$ cat config.mk
export PLATFORM = sky130hd
export DESIGN_NAME = mcu_pixel_reader
export DESIGN_NICKNAME = d
export VERILOG_FILES = /design/src/rtl/mcu_regs_pkg.sv /design/src/rtl/mcu_strobe_sync.sv /design/src/rtl/mcu_pixel_reader.sv
export SDC_FILE = /design/constraint.sdc
export NUM_CORES = 1
export LEC_CHECK = 0
export BUFFER_PORTS_ARGS = -buffer_cell sky130_fd_sc_hd__buf_4
export CORE_UTILIZATION = 41
export CTS_BUF_LIST = sky130_fd_sc_hd__clkbuf_4 sky130_fd_sc_hd__clkbuf_8
export CTS_CLUSTER_SIZE = 40
export DETAILED_ROUTE_END_ITERATION = 7
export PLACE_DENSITY = 0.64
export REMOVE_ABC_BUFFERS = 1
export SLEW_MARGIN = 20
export SYNTH_ARGS = -nofsm -noshare
export SYNTH_HDL_FRONTEND = slang
export SYNTH_SLANG_ARGS = --single-unit
$ cat constraint.sdc
create_clock -name clock -period 3.09 [get_ports clock]
set_clock_uncertainty 0.1 [all_clocks]
set_input_delay 0.618 -clock clock [delete_from_list [all_inputs] [get_ports clock]]
set_output_delay 0.618 -clock clock [all_outputs]
set_load 0.01 [all_outputs]
$ cat src/rtl/mcu_regs_pkg.sv
// Shared definitions for the MCU register window: register indices, status
// bit positions, screen geometry defaults and the pixel-reader FSM states.
package mcu_regs_pkg;

  localparam int unsigned SCREEN_WIDTH_DEF  = 320;
  localparam int unsigned SCREEN_HEIGHT_DEF = 240;
  localparam int unsigned SYNC_STAGES_DEF   = 3;

  localparam int unsigned X_W    = 9;
  localparam int unsigned Y_W    = 8;
  localparam int unsigned DATA_W = 8;
  localparam int unsigned SEL_W  = 3;

  // Indices 0-2 belong to the write path; 3-7 are shared with the reader.
  localparam logic [SEL_W-1:0] REG_WR0    = 3'd0;
  localparam logic [SEL_W-1:0] REG_WR1    = 3'd1;
  localparam logic [SEL_W-1:0] REG_WR2    = 3'd2;
  localparam logic [SEL_W-1:0] REG_PIXEL  = 3'd3;
  localparam logic [SEL_W-1:0] REG_STATUS = 3'd4;
  localparam logic [SEL_W-1:0] REG_XLO    = 3'd5;
  localparam logic [SEL_W-1:0] REG_XHI    = 3'd6;
  localparam logic [SEL_W-1:0] REG_Y      = 3'd7;

  localparam int unsigned STATUS_BUSY_BIT  = 0;
  localparam int unsigned STATUS_VALID_BIT = 1;

  typedef enum logic {
    ST_IDLE  = 1'b0,
    ST_FETCH = 1'b1
  } rd_state_e;

  typedef struct packed {
    logic [X_W-1:0] x;
    logic [Y_W-1:0] y;
  } rd_coord_t;

endpackage

$ cat src/rtl/mcu_strobe_sync.sv
// Synchronizes an asynchronous MCU strobe into the clock domain and flags the
// end of the access as a one-cycle pulse on the falling edge of the last stages.
module mcu_strobe_sync #(
  parameter int unsigned STAGES = 3
) (
  input  logic clk_i,
  input  logic rst_i,
  input  logic strobe_i,
  output logic level_o,
  output logic fall_c_o
);

  logic [STAGES-1:0] sync_q;

  always_ff @(posedge clk_i or posedge rst_i) begin
    if (rst_i) begin
      sync_q <= '0;
    end else begin
      sync_q <= {sync_q[STAGES-2:0], strobe_i};
    end
  end

  // Second stage is stable enough to qualify shadow sampling.
  assign level_o  = sync_q[1];
  assign fall_c_o = sync_q[STAGES-1] & ~sync_q[STAGES-2];

endmodule

$ cat src/rtl/mcu_pixel_reader.sv
// MCU read-back path: holds read coordinates, prefetches the pixel through the
// MemoryManager read handshake and auto-advances after each pixel read.
module mcu_pixel_reader
  import mcu_regs_pkg::*;
#(
  parameter int unsigned SCREEN_WIDTH  = SCREEN_WIDTH_DEF,
  parameter int unsigned SCREEN_HEIGHT = SCREEN_HEIGHT_DEF,
  parameter int unsigned SYNC_STAGES   = SYNC_STAGES_DEF
) (
  input  logic              clock,
  input  logic              reset,
  input  logic              mpuChipSelect,
  input  logic              mpuWriteEnable,
  input  logic [SEL_W-1:0]  mpuRegisterSelect,
  input  logic [DATA_W-1:0] mpuDataIn,
  output logic [DATA_W-1:0] mpuDataOut,
  output logic              mpuDataOutEnable,
  output logic [X_W-1:0]    memoryReadXCoord,
  output logic [Y_W-1:0]    memoryReadYCoord,
  output logic              memoryReadRequest,
  input  logic [DATA_W-1:0] memoryReadData,
  input  logic              memoryReadComplete
);

  logic wr_level, wr_end_c;
  logic rd_level, rd_end_c;

  logic [SEL_W-1:0]  wr_sel_q;
  logic [DATA_W-1:0] wr_data_q;
  logic [SEL_W-1:0]  rd_sel_q;

  logic [X_W-1:0]    x_q, x_d;
  logic [Y_W-1:0]    y_q, y_d;
  logic              trigger_c;

  rd_state_e         state_q;
  logic              pending_q;
  logic              valid_q;
  logic [DATA_W-1:0] pixel_q;
  logic              req_q;
  rd_coord_t         coord_q;
  logic              busy_c;

  mcu_strobe_sync #(.STAGES(SYNC_STAGES)) u_wr_sync (
    .clk_i    (clock),
    .rst_i    (reset),
    .strobe_i (mpuChipSelect & ~mpuWriteEnable),
    .level_o  (wr_level),
    .fall_c_o (wr_end_c)
  );

  mcu_strobe_sync #(.STAGES(SYNC_STAGES)) u_rd_sync (
    .clk_i    (clock),
    .rst_i    (reset),
    .strobe_i (mpuChipSelect & mpuWriteEnable),
    .level_o  (rd_level),
    .fall_c_o (rd_end_c)
  );

  // Next coordinates: auto-advance after a pixel read, then register commits.
  always_comb begin
    x_d       = x_q;
    y_d       = y_q;
    trigger_c = 1'b0;
    if (rd_end_c && (rd_sel_q == REG_PIXEL)) begin
      trigger_c = 1'b1;
      if (x_q >= X_W'(SCREEN_WIDTH - 1)) begin
        x_d = '0;
        y_d = (y_q >= Y_W'(SCREEN_HEIGHT - 1)) ? '0 : y_q + Y_W'(1);
      end else begin
        x_d = x_q + X_W'(1);
      end
    end
    if (wr_end_c) begin
      case (wr_sel_q)
        REG_XLO: x_d[7:0] = wr_data_q;
        REG_XHI: x_d[8]   = wr_data_q[0];
        REG_Y: begin
          y_d       = wr_data_q;
          trigger_c = 1'b1;
        end
        default: ;
      endcase
    end
  end

  // Shadow capture of the bus while a strobe is active, plus coordinate state.
  always_ff @(posedge clock or posedge reset) begin
    if (reset) begin
      wr_sel_q  <= '0;
      wr_data_q <= '0;
      rd_sel_q  <= '0;
      x_q       <= '0;
      y_q       <= '0;
    end else begin
      if (wr_level) begin
        wr_sel_q  <= mpuRegisterSelect;
        wr_data_q <= mpuDataIn;
      end
      if (rd_level) begin
        rd_sel_q <= mpuRegisterSelect;
      end
      x_q <= x_d;
      y_q <= y_d;
    end
  end

  // Fetch FSM; a trigger during FETCH is remembered and reissued from IDLE.
  always_ff @(posedge clock or posedge reset) begin
    if (reset) begin
      state_q   <= ST_IDLE;
      pending_q <= 1'b0;
      valid_q   <= 1'b0;
      pixel_q   <= '0;
      req_q     <= 1'b0;
      coord_q   <= '0;
    end else begin
      if (trigger_c) begin
        valid_q <= 1'b0;
      end
      unique case (state_q)
        ST_IDLE: begin
          if (trigger_c || pending_q) begin
            state_q   <= ST_FETCH;
            req_q     <= 1'b1;
            coord_q.x <= x_d;
            coord_q.y <= y_d;
            pending_q <= 1'b0;
          end
        end
        ST_FETCH: begin
          if (trigger_c) begin
            pending_q <= 1'b1;
          end
          if (memoryReadComplete) begin
            pixel_q <= memoryReadData;
            valid_q <= ~(trigger_c | pending_q);
            req_q   <= 1'b0;
            state_q <= ST_IDLE;
          end
        end
      endcase
    end
  end

  assign busy_c            = (state_q == ST_FETCH) || pending_q;
  assign memoryReadRequest = req_q;
  assign memoryReadXCoord  = coord_q.x;
  assign memoryReadYCoord  = coord_q.y;
  assign mpuDataOutEnable  = mpuChipSelect & mpuWriteEnable & ~reset;

  // Read mux straight from the register select pins.
  always_comb begin
    mpuDataOut = 8'hFF;
    case (mpuRegisterSelect)
      REG_PIXEL: mpuDataOut = pixel_q;
      REG_STATUS: begin
        mpuDataOut                   = '0;
        mpuDataOut[STATUS_VALID_BIT] = valid_q;
        mpuDataOut[STATUS_BUSY_BIT]  = busy_c;
      end
      REG_XLO: mpuDataOut = x_q[7:0];
      REG_XHI: mpuDataOut = {7'b0, x_q[8]};
      REG_Y:   mpuDataOut = y_q;
      default: ;
    endcase
  end

endmodule
# == After elaboration in Yosys (flattened, before gate mapping) ==
# Cells that the tools add are included.
# word_totals
ff_bits,66
latch_bits,0
ram_bits,0
rom_bits,0
in_bits,24
output_inout_bits,27
wordCells,75
mem_count,0
# op_classes
n_addsub,2
n_mul,0
n_div,0
n_lt_le_gt_ge,2
n_eq_ne,12
shift,0
mux,26
n_bitwise,12
reduce_logical,7
# ops
operator,count
8-bit two-way mux,6
8-bit case mux with 5 select lines,1
9-bit two-way mux,3
3-bit equality test (second input constant),7
1-bit two-way mux,13
9-bit by 1-bit adder with 9-bit output (second input constant),1
9-bit >= comparator (second input constant),1
8-bit by 1-bit adder with 8-bit output (second input constant),1
8-bit >= comparator (second input constant),1
2-bit AND reduction,4
3-bit by 2-bit equality test with 1-bit output (second input constant),2
2-bit != test (second input constant),3
1-bit NOT,6
1-bit case mux with 2 select lines,3
1-bit AND,5
1-bit logical OR,2
1-bit logical AND,1
1-bit bitwise OR,1

# == Depth between registers and ports, before layout ==
# Gate-level depths: netlist of run 1.
# depth
ltp_word,10
ltp_mapped,7
ltp_nobuf,6

# == Cells and area by module ==
# From an unflattened synthesis of run 1, not the netlist that was laid out.
# unflattened
cells_unflattened,315
hier_area_um2,3316.9
# modules_own_cells
module,instances,cells_per_inst,area_each_um2,seq_area_each_um2
mcu_pixel_reader,1,305,3131.8,1501.4
mcu_strobe_sync,2,5,92.6,75.1

# == Worst setup path after synthesis of run 1 ==
# OpenSTA, ideal clock, no wires.
# synth_timing
path_kind,input port to output port
from,input port reset
to,output port mpuDataOutEnable
arrival_time_ns,2.332
required_ns,2.372
path_slack_ns,0.040
path_stages,2
n_path_buf,0
path_cell_list,inv_1 and2_1
# synth_between
elab_chain_len,2
# synth_lines
element,line_no,source
start: declaration,mcu_pixel_reader.sv:11,"input logic reset,"
1-bit NOT,mcu_pixel_reader.sv:150,assign mpuDataOutEnable = mpuChipSelect & mpuWriteEnable & ~reset;
1-bit AND,mcu_pixel_reader.sv:150,
end: declaration,mcu_pixel_reader.sv:17,"output logic mpuDataOutEnable,"
# Every way passes these cells.

# == Worst setup path in the final report of run 1 ==
# layout_timing
from,register state_q
to,output port mpuDataOut[0]
# layout_between
elab_chain_len,2
# layout_lines
element,line_no,source
start: declaration,mcu_pixel_reader.sv:36,rd_state_e state_q;
start signal: assignment,mcu_pixel_reader.sv:111,state_q <= ST_IDLE;
start signal: assignment,mcu_pixel_reader.sv:124,state_q <= ST_FETCH;
start signal: assignment,mcu_pixel_reader.sv:139,state_q <= ST_IDLE;
1-bit logical OR,mcu_pixel_reader.sv:146,assign busy_c = (state_q == ST_FETCH) || pending_q;
8-bit case mux with 5 select lines,mcu_pixel_reader.sv:155,case (mpuRegisterSelect)
end: declaration,mcu_pixel_reader.sv:16,"output logic [DATA_W-1:0] mpuDataOut,"
# Every way passes these cells.

==> results of run 1 <==
flip-flops by register name, indices dropped and copies added, names as in the netlist, 3 cells and up:
register	count
memoryReadXCoord	9
x_q	9
memoryReadYCoord	8
pixel_q	8
wr_data_q	8
y_q	8
rd_sel_q	3
u_rd_sync.sync_q	3
u_wr_sync.sync_q	3
wr_sel_q	3
cell usage after synthesis (4+ instances only):
master	count	area (µm²)
nand2_1	19	71.3
clkbuf_1	11	41.3
a22oi_1	6	45.0
nor2_1	24	90.1
dfrtp_1	66	1650
a211oi_1	6	45.0
o21ai_0	15	75.1
and2_1	4	25.0
a21oi_1	14	70.1
o31ai_1	10	75.1
a22o_1	4	35.0
mux2_2	31	349
o22ai_1	7	43.8
nor4_1	5	31.3
a31oi_1	9	56.3
nand3_1	7	35.0
nor3_1	6	30.0
inv_1	8	30.0
worst max path at each step:
stage,end,slack (ns),cells past startpoint
after floorplan,mpuDataOutEnable,0.04,2
after global routing,mpuDataOut[0],0.42,6
after global placement,y_q[4]$_DFF_PP0_,0.64,6
after CTS,mpuDataOut[0],0.51,6
after detailed placement,y_q[4]$_DFF_PP0_,0.57,6
final,mpuDataOut[0],0.52,6
routing by layer:
metal | vias to the layer above | wire length [µm] | part of all wire (%) | global-route usage (%)
met5 | - | 13 | 0.16 | 0
met4 | 2 | 106 | 1.3 | 6.72
met3 | 9 | 353 | 4.4 | 6.57
met2 | 69 | 3930 | 49 | 33.1
met1 | 1308 | 3620 | 45 | 28.2
li1 | 1231 | - | - | -
power breakdown:
group	switching (W)	leakage, nW	internal [W]
registers	0.000296	0.805	0.00115
logic	0.000523	0.828	0.000530
clock network	0.000327	0.0992	0.000375
worst register-to-register path, delay by kind of cell (launching register included):
kind                       cells  cell delay [ns]
adders and majority gates      1             0.23
and+or+nand+nor                3             0.90
DFF                            1             0.48
AOI/OAI and AO/OA              2             0.76
stage by stage:
stage	setup slack, ns	cell area [µm²]
after global placement	0.637	3720
after detailed placement	0.566	3720
final	0.524	3910
after CTS	0.508	3910
after floorplan	0.0403	3160
after global routing	0.419	3910
area by class of cell:
class,count,share of cell area [%]
sequential,66,42.2
multi-input combinational,210,37.9
timing repair buffer,58,11.1
clock buffer,10,3.36
tap,99,3.17
clock inverter,6,1.47
inverter,8,0.768
cells by family (layout without fill, tap and decap cells):
family,count (synthesis),in the layout,synth area share (%)
simple gates,87,87,14.3
buf+inv,23,82,2.72
compound gates,85,85,18.2
xor+xnor,3,3,0.816
mux,33,33,11.9
fa+ha+maj,2,2,0.777
flops,66,66,51.3
==> metrics.yaml, run 1 <==
outcome: "finished clean"
final_common_cell: "dfrtp_1"
maxSlewViolCount: 0
r2r-start: "x_q[0]$_DFF_PP0_"
regArea_um2: 1650
ys_seq_area_share_pct: 51.3
fin_cells: 457
rsz0062_at_grt: "no"
required_ns: 2.37
path_delay_family: "multiplexers"
min_from: "u_rd_sync.sync_q[0]$_DFF_PP0_"
setup.worst_path.start_class: "flip-flop"
grt_pass1_vias: 2537
synth_ff_type: "dfrtp_1"
holdPathEnd: "u_rd_sync.sync_q[1]$_DFF_PP0_"
hp-class: "reg -> reg"
synth_async_sr_flop_share_pct: 100
power_density_nw_per_um2: 819
worstSetupEndpointType: "output port"
drt-vias-per-instance: 5.73
finalCritPeriodShare_pct: 83.0
final_util_pct: 52.8
crit_chain: "inv_1 > nand2_1 > mux4_2 > nor2_1 > nor2_1 > buf_4"
path_buf_inv: 2
grt_overflow_total: 0
cts_tree: "yes"
cts-hold-fix-buffers: 0
slew_headroom_pct: 44.7
die_w_um: 90.6
synthCells: 299
grt_max_degree: 67
cts_root_buffer: "clkbuf_8"
ant_nets: 0
initial_core_util_pct: 43.5
slowest_stage: "mux4_2"
first_pass_iters: 4
ir_worst_vdd_mv: 0.374
synth_seq_cells: 66
core_um2: 7410
multi_input_area_um2: 1480
clk_path_buf_depth: 2
syn_to_final_growth_pct: 21.5
fp-row-count: 31
antenna_found_initial: 1
grt_usage_pct: 21.2
cts_sinks: 66
critPathLaunch: "state_q$_DFF_PP0_"
antenna_cells: 0
total_power_w: 0.00320
cp_slowest_stage_delay_ns: 0.51
synthesis.yosys.warnings: 0
crit_type: "reg -> out"
p_leak_nw: 1.73
layout_common_cells: "dfrtp_1, buf_4, mux2_2"
grt_pass1_wl_mm: 13.3
setup_viol: 0
crit_top_cell: "nor2_1"
worst_pin_slew_ns: 0.830
dieArea_um2: 8210
path_clk_slew_ns: 0.07
port_buffers: 50
post_drt_wl_per_cell_um: 17.6
post-dp-hpwl_mm: 5.80
htreeDepth: 3
min_path_cells: 0
layout.nets: 379
fin_crit_ns: 2.57
cts_resized: 0
gp_congestion: 0.873
max_clock_freq_mhz: 390
timing.setup.tns_ns: 0
syn_area_um2: 3220
drtIter0Drc: 161
fillers: 697
r2r-end: "y_q[4]$_DFF_PP0_"
avgSynthCellArea_um2: 10.8
worstPathArrival_ns: 1.85
vias: 2619
timing.hold.ws_ns: 0.257
hold_viol_final: 0
rr_worst_depth: 6
die_h_um: 90.6
synth_cell_types: 53
finalWirelength_mm: 8.03
ios: 51
critPathMaxFanout: 4
cts_setup_buffers: 0
drive_gt1_share_pct: 32.4
dpl.cell_count: 441
r2r_slack_ns: 0.53
drc_errors: 0
maxCapViolCount: 0
synth_edf_count: 0
cts_buffers: 9
clkLatencyLatePin_ns: 0.35
(Power assumes the default switching activity.)
==> run 2, diff against run 1 <==
==> constraint.sdc (replaced) <==
create_clock -name clock -period 2.68 [get_ports clock]
set_clock_uncertainty 0.1 [all_clocks]
set_input_delay 0.536 -clock clock [delete_from_list [all_inputs] [get_ports clock]]
set_output_delay 0.536 -clock clock [all_outputs]
set_load 0.01 [all_outputs]
==> run 2 against run 1 <==
First-iteration DRC count rose by 16%. Wire length down 4.0%. Via count rose by 0.38%. Sequential share of layout area decreased by 0.61 points. Combinational power rose by 16%. Hold slack lost 0.013 ns. Setup slack worse by 0.31 ns. Cell count up 0.44%. Critical endpoint is now y_q[4]$_DFF_PP0_. Highest routed layer is now met4.
==> metrics.yaml, run 2 (synthesized netlist as in run 1, its figures left out) <==
outcome: "finished clean"  # unchanged
path_depth: 7  # was 6
grt_pass1_vias: 2602  # was 2,537
power_density_nw_per_um2: 956  # was 819 nW/µm²
dieArea_um2: 8210  # unchanged
timing.setup.tns_ns: 0  # unchanged
slowest_stage: "or4_4"  # was mux4_2
core_um2: 7410  # unchanged
fin_ws_ns: 0.219  # was 0.524 ns
rr_worst_depth: 7  # was 6
crit_type: "reg -> reg"  # was reg -> out
dpl.cell_count: 441  # unchanged
finalWirelength_mm: 7.71  # was 8.03 mm
layout_common_cells: "dfrtp_1, buf_4, mux2_2"  # unchanged
drive_gt1_share_pct: 32.8  # was 32.4%
path_delay_family: "simple AND/OR/NAND/NOR gates"  # was multiplexers
initial_core_util_pct: 43.5  # unchanged
maxSlewViolCount: 0  # unchanged
ir_worst_vdd_mv: 0.533  # was 0.374 mV
drc_errors: 0  # unchanged
gp_congestion: 0.891  # was 0.873
setup_viol: 0  # unchanged
cts_tree: "yes"  # unchanged
max_clock_freq_mhz: 406
critPathLaunch: "x_q[0]$_DFF_PP0_"  # was state_q$_DFF_PP0_
die_h_um: 90.6  # unchanged
syn_to_final_growth_pct: 23.2  # was 21.5%
crit_chain: "ha_1 > nand3_1 > a311oi_4 > buf_4 > nand2_4 > or4_4 > a31oi_1"  # was inv_1 > nand2_1 > mux4_2 > nor2_1 > nor2_1 > buf_4
vias: 2629  # was 2,619
grt_usage_pct: 20.3  # was 21.2%
endpoint: "y_q[4]$_DFF_PP0_"  # was mpuDataOut[0]
critPathMaxFanout: 9  # was 4
path_buf_inv: 1  # was 2
drt-vias-per-instance: 5.73  # about the same
worst_pin_slew_ns: 0.809  # was 0.830 ns
required_ns: 2.84  # was 2.37 ns
ant_nets: 0  # unchanged
path_clk_slew_ns: 0.06  # was 0.07 ns
die_w_um: 90.6  # unchanged
regArea_um2: 1650  # unchanged
cts-hold-fix-buffers: 0  # unchanged
port_buffers: 50  # unchanged
finalCritPeriodShare_pct: 91.8
r2r-start: "x_q[0]$_DFF_PP0_"  # unchanged
final_util_pct: 53.6  # was 52.8%
fin_crit_ns: 2.46
final_common_cell: "dfrtp_1"  # unchanged
cp_slowest_stage_delay_ns: 0.52  # was 0.51 ns
r2r-end: "y_q[4]$_DFF_PP0_"  # unchanged
worstSetupEndpointType: "flip-flop"  # was output port
pre_cts_ws_ns: 0.160  # was 0.566 ns
setup.worst_path.start_class: "flip-flop"  # unchanged
grt_max_degree: 67  # unchanged
p_leak_nw: 1.77  # was 1.73 nW
fillers: 666  # was 697
total_power_w: 0.00379  # was 0.00320 W
r2r_slack_ns: 0.22  # was 0.53 ns
cts_root_buffer: "clkbuf_8"  # unchanged
cts_sinks: 66  # unchanged
grt_pass1_wl_mm: 13.0  # was 13.3 mm
ios: 51  # unchanged
layout.nets: 382  # was 379
post_drt_wl_per_cell_um: 16.8  # was 17.6 µm
drtIter0Drc: 187  # was 161
slew_headroom_pct: 46.1  # was 44.7%
fp-row-count: 31  # unchanged
antenna_cells: 0  # unchanged
post-dp-hpwl_mm: 5.50  # was 5.80 mm
worstPathArrival_ns: 2.62  # was 1.85 ns
fin_cells: 459  # was 457
cts_buffers: 9  # unchanged
first_pass_iters: 4  # unchanged
clkLatencyLatePin_ns: 0.34  # was 0.35 ns
rsz0062_at_grt: "no"  # unchanged
clk_path_buf_depth: 2  # unchanged
hold_viol_final: 0  # unchanged
antenna_found_initial: 0  # was 1
maxCapViolCount: 0  # unchanged
multi_input_area_um2: 1480  # about the same
grt_overflow_total: 0  # unchanged
hp-class: "in -> reg"  # was reg -> reg
htreeDepth: 3  # unchanged
-- run 2: final cells by class --
cell class / count / share of cell area, %
Clock buffer: 14 / 4.86
Clock inverter: 1 / 0.757
Inverter: 8 / 0.757
Multi-Input combinational cell: 210 / 37.3
Sequential cell: 66 / 41.6
Tap cell: 99 / 3.12
Timing Repair Buffer: 61 / 11.5
-- run 2: metal layers --
layer	part of all wire, %	global-route usage [%]	vias up
li1	-	-	1235
met1	45	27.2	1287
met2	46	31.1	86
met3	6.0	5.22	21
met4	2.5	8.74	0
met5	0	0	-
-- run 2: timing repair --
item / CTS / global route
buffers inserted: 0 / 3
endpoints found under the setup margin: 0 / 4
resized for setup: 0 / 1
-- run 2: through the flow --
stage | instance area (µm²) | hold WS [ns]
after floorplan | 3160 | 0.231
after global placement | 3720 | 0.234
after CTS | 3940 | 0.230
final | 3970 | 0.244
after global routing | 3970 | 0.233
after detailed placement | 3720 | 0.238
-- run 2: how the worst min path moves through the flow --
stage	from	end	cells past startpoint
2_1_floorplan	u_rd_sync.sync_q[0]$_DFF_PP0_	u_rd_sync.sync_q[1]$_DFF_PP0_	0
3_3_place_gp	u_wr_sync.sync_q[0]$_DFF_PP0_	u_wr_sync.sync_q[1]$_DFF_PP0_	0
3_5_place_dp	u_wr_sync.sync_q[0]$_DFF_PP0_	u_wr_sync.sync_q[1]$_DFF_PP0_	0
4_1_cts	mpuWriteEnable	u_wr_sync.sync_q[0]$_DFF_PP0_	2
5_1_grt	mpuWriteEnable	u_wr_sync.sync_q[0]$_DFF_PP0_	2
6_report	mpuWriteEnable	u_wr_sync.sync_q[0]$_DFF_PP0_	2
-- run 2: report_power, final --
group          internal (W)  total [W]  switching, W
Sequential          0.00133    0.00166      0.000336
Clock              0.000552   0.000910      0.000358
Combinational      0.000624    0.00122      0.000595
-- run 2: worst reg2reg max path, delay by kind of cell (launching register included) --
kind | cells | cell delay, ns
flops | 1 | 0.48
compound gates | 2 | 0.52
buf+inv | 1 | 0.21
fa+ha+maj | 1 | 0.23
simple gates | 3 | 0.84
==> run 3, diff against run 2 <==
--- a/config.mk
+++ b/config.mk
@@ -10,7 +10,7 @@
 export CTS_BUF_LIST = sky130_fd_sc_hd__clkbuf_4 sky130_fd_sc_hd__clkbuf_8
 export CTS_CLUSTER_SIZE = 40
 export DETAILED_ROUTE_END_ITERATION = 7
-export PLACE_DENSITY = 0.64
+export PLACE_DENSITY = 0.66
 export REMOVE_ABC_BUFFERS = 1
 export SLEW_MARGIN = 20
 export SYNTH_ARGS = -nofsm -noshare
==> constraint.sdc (replaced) <==
create_clock -name clock -period 2.2 [get_ports clock]
set_clock_uncertainty 0.1 [all_clocks]
set_input_delay 0.44 -clock clock [delete_from_list [all_inputs] [get_ports clock]]
set_output_delay 0.44 -clock clock [all_outputs]
set_load 0.01 [all_outputs]
==> run 3 against run 2 <==
The flow now finishes with violations (negative setup slack). Hold slack got worse by 0.10 ns. Flip-flop and latch count unchanged. Wire length rose by 14%. Sequential power grew 19%. First-iteration DRC count fell by 11%. Count of clock-buffer cells in the layout is 3 lower. Largest cell class unchanged.
==> metrics.yaml, run 3 (synthesized netlist as in run 1, its figures left out) <==
drtIter0Drc: 167  # was 187
p_switching_w: 0.00170  # was 0.00129 W
post-dp-hpwl_mm: 6.05  # was 5.50 mm
clkPwrFrac_pct: 22.9  # was 24.0%
syn_to_final_growth_pct: 34.7  # was 23.2%
fin_crit_ns: 2.21
swShare_pct: 34.0  # about the same
antenna_found_initial: 0  # unchanged
path_delay_family: "multiplexers"  # was simple AND/OR/NAND/NOR gates
die_w_um: 90.6  # unchanged
grt_pass1_vias: 2819  # was 2,602
slew_headroom_pct: 44.8  # was 46.1%
p_comb_share_pct: 37.5  # was 32.2%
antenna_cells: 0  # unchanged
vias: 2793  # was 2,629
post_drt_wl_per_cell_um: 17.7  # was 16.8 µm
fillers: 635  # was 666
timing.hold.ws_ns: 0.142  # was 0.244 ns
die_h_um: 90.6  # unchanged
worstPathArrival_ns: 1.67  # was 2.62 ns
p_int_w: 0.00330  # was 0.00250 W
finalCritPeriodShare_pct: 100
timing.setup.tns_ns: -0.00617  # was 0 ns
gp_congestion: 0.874  # was 0.891
grt_max_degree: 67  # unchanged
power_density_nw_per_um2: 1150  # was 956 nW/µm²
outcome: "finished, violations left"  # was finished clean
cts_buffers: 9  # unchanged
final_common_cell: "buf_4"  # was dfrtp_1
worst_pin_slew_ns: 0.828  # was 0.809 ns
worstSetupEndpointType: "output port"  # was flip-flop
core_um2: 7410  # unchanged
dieArea_um2: 8210  # unchanged
fp-row-count: 31  # unchanged
clk_path_buf_depth: 2  # unchanged
grt_usage_pct: 23.0  # was 20.3%
critPathMaxFanout: 2  # was 9
grt_pass1_wl_mm: 14.4  # was 13.0 mm
rsz0062_at_grt: "yes"  # was no
path_clk_slew_ns: 0.07  # was 0.06 ns
p_leak_nw: 1.96  # was 1.77 nW
hold_viol_final: 0  # unchanged
ios: 51  # unchanged
clkLatencyLatePin_ns: 0.35  # was 0.34 ns
maxSlewViolCount: 0  # unchanged
first_pass_iters: 4  # unchanged
cts_tree: "yes"  # unchanged
layout_common_cells: "buf_4, dfrtp_1, mux2_2"  # was dfrtp_1, buf_4, mux2_2
cts_root_buffer: "clkbuf_8"  # unchanged
initial_core_util_pct: 43.5  # unchanged
max_clock_freq_mhz: 453
cp_slowest_stage_delay_ns: 0.48  # was 0.52 ns
ir_worst_vdd_mv: 0.494  # was 0.533 mV
layout.nets: 421  # was 382
ant_nets: 0  # unchanged
setup_viol: 1  # was 0
maxCapViolCount: 0  # unchanged
slowest_stage: "mux4_2"  # was or4_4
drt-vias-per-instance: 5.60  # was 5.73
port_buffers: 50  # unchanged
seqPwrFrac_pct: 39.6  # was 43.8%
path_buf_inv: 2  # was 1
crit_type: "reg -> out"  # was reg -> reg
htreeDepth: 3  # unchanged
finalWirelength_mm: 8.83  # was 7.71 mm
grt_overflow_total: 0  # unchanged
drc_errors: 0  # unchanged
required_ns: 1.66  # was 2.84 ns
setup.worst_path.start_class: "flip-flop"  # unchanged
fin_ws_ns: -0.00617  # was 0.219 ns
cts_sinks: 66  # unchanged
cts-hold-fix-buffers: 0  # unchanged
hp-class: "in -> reg"  # unchanged
final_util_pct: 58.6  # was 53.6%
drive_gt1_share_pct: 42.0  # was 32.8%
crit_chain: "inv_2 > nand2_2 > mux4_2 > nor2_2 > nor2_1 > buf_4"  # was ha_1 > nand3_1 > a311oi_4 > buf_4 > nand2_4 > or4_4 > a31oi_1
violations: "negative setup slack"
## run 3: layout make-up
type                    count  area, µm²  area share (%)
flip-flops and latches     66       1650            38.1
multi-input cells         210       1530            35.3
inverters                   8       30.0           0.692
clock buffers              11        145            3.35
clock inverters             5       77.6            1.79
repair buffers            100        777            17.9
well taps                  99        124            2.86
## run 3: metal layers
layer,part of all wire (%),vias to the layer above,global-route usage [%]
met3,6.6,19,4.46
met2,45,120,34.7
met1,46,1342,31.1
li1,-,1312,-
met5,0,-,0
met4,2.5,0,12.5
## run 3: path summary, 6_finish.rpt
path / startpoint / endpoint / slack [ns] / depth (start not counted)
max: pending_q$_DFFE_PP0P_ / mpuDataOut[0] / -0.006 / 6
min: mpuWriteEnable / u_wr_sync.sync_q[0]$_DFF_PP0_ / 0.14 / 2
max reg2reg: x_q[0]$_DFF_PP0_ / memoryReadXCoord[6]$_DFFE_PP0P_ / 0.01 / 8
min reg2reg: u_rd_sync.sync_q[0]$_DFF_PP0_ / u_rd_sync.sync_q[1]$_DFF_PP0_ / 0.26 / 0
max in group asynchronous: reset / memoryReadYCoord[5]$_DFFE_PP0P_ / 1.21 / 3
min in group asynchronous: reset / u_rd_sync.sync_q[0]$_DFF_PP0_ / 0.25 / 3
## run 3: metrics by stage
step	instance area (µm²)	power [W]	std cells	setup WS, ns
after floorplan	3160	0.00286	284	-0.494
after global placement	3890	0.00358	462	0.0519
after detailed placement	3890	0.00361	462	0.0460
after CTS	4220	0.00489	491	-0.0205
after global routing	4340	0.00531	499	-0.0804
final	4340	0.00500	499	-0.00617
## run 3: repair_timing
item	CTS	global route
cloned	0	1
endpoints found under the setup margin	1	20
pin swaps	3	7
buffers inserted	13	8
resized for setup	4	12
## run 3: power groups by stage
stage | Combinational, W | Clock, W | Sequential, W
2_1_floorplan | 0.000884 | 0 | 0.00198
3_3_place_gp | 0.00161 | 0 | 0.00198
3_5_place_dp | 0.00163 | 0 | 0.00198
4_1_cts | 0.00177 | 0.00117 | 0.00196
5_1_grt | 0.00205 | 0.00122 | 0.00204
6_report | 0.00188 | 0.00115 | 0.00198
## run 3: worst reg2reg max path, stage by stage, from the launching register on
cell and delay, ns:
dfrtp_1 0.43, ha_4 0.18, nand3_4 0.10, a311oi_4 0.43, buf_4 0.18, buf_4 0.10
a21oi_1 0.09, a22o_1 0.22, mux2_2 0.26
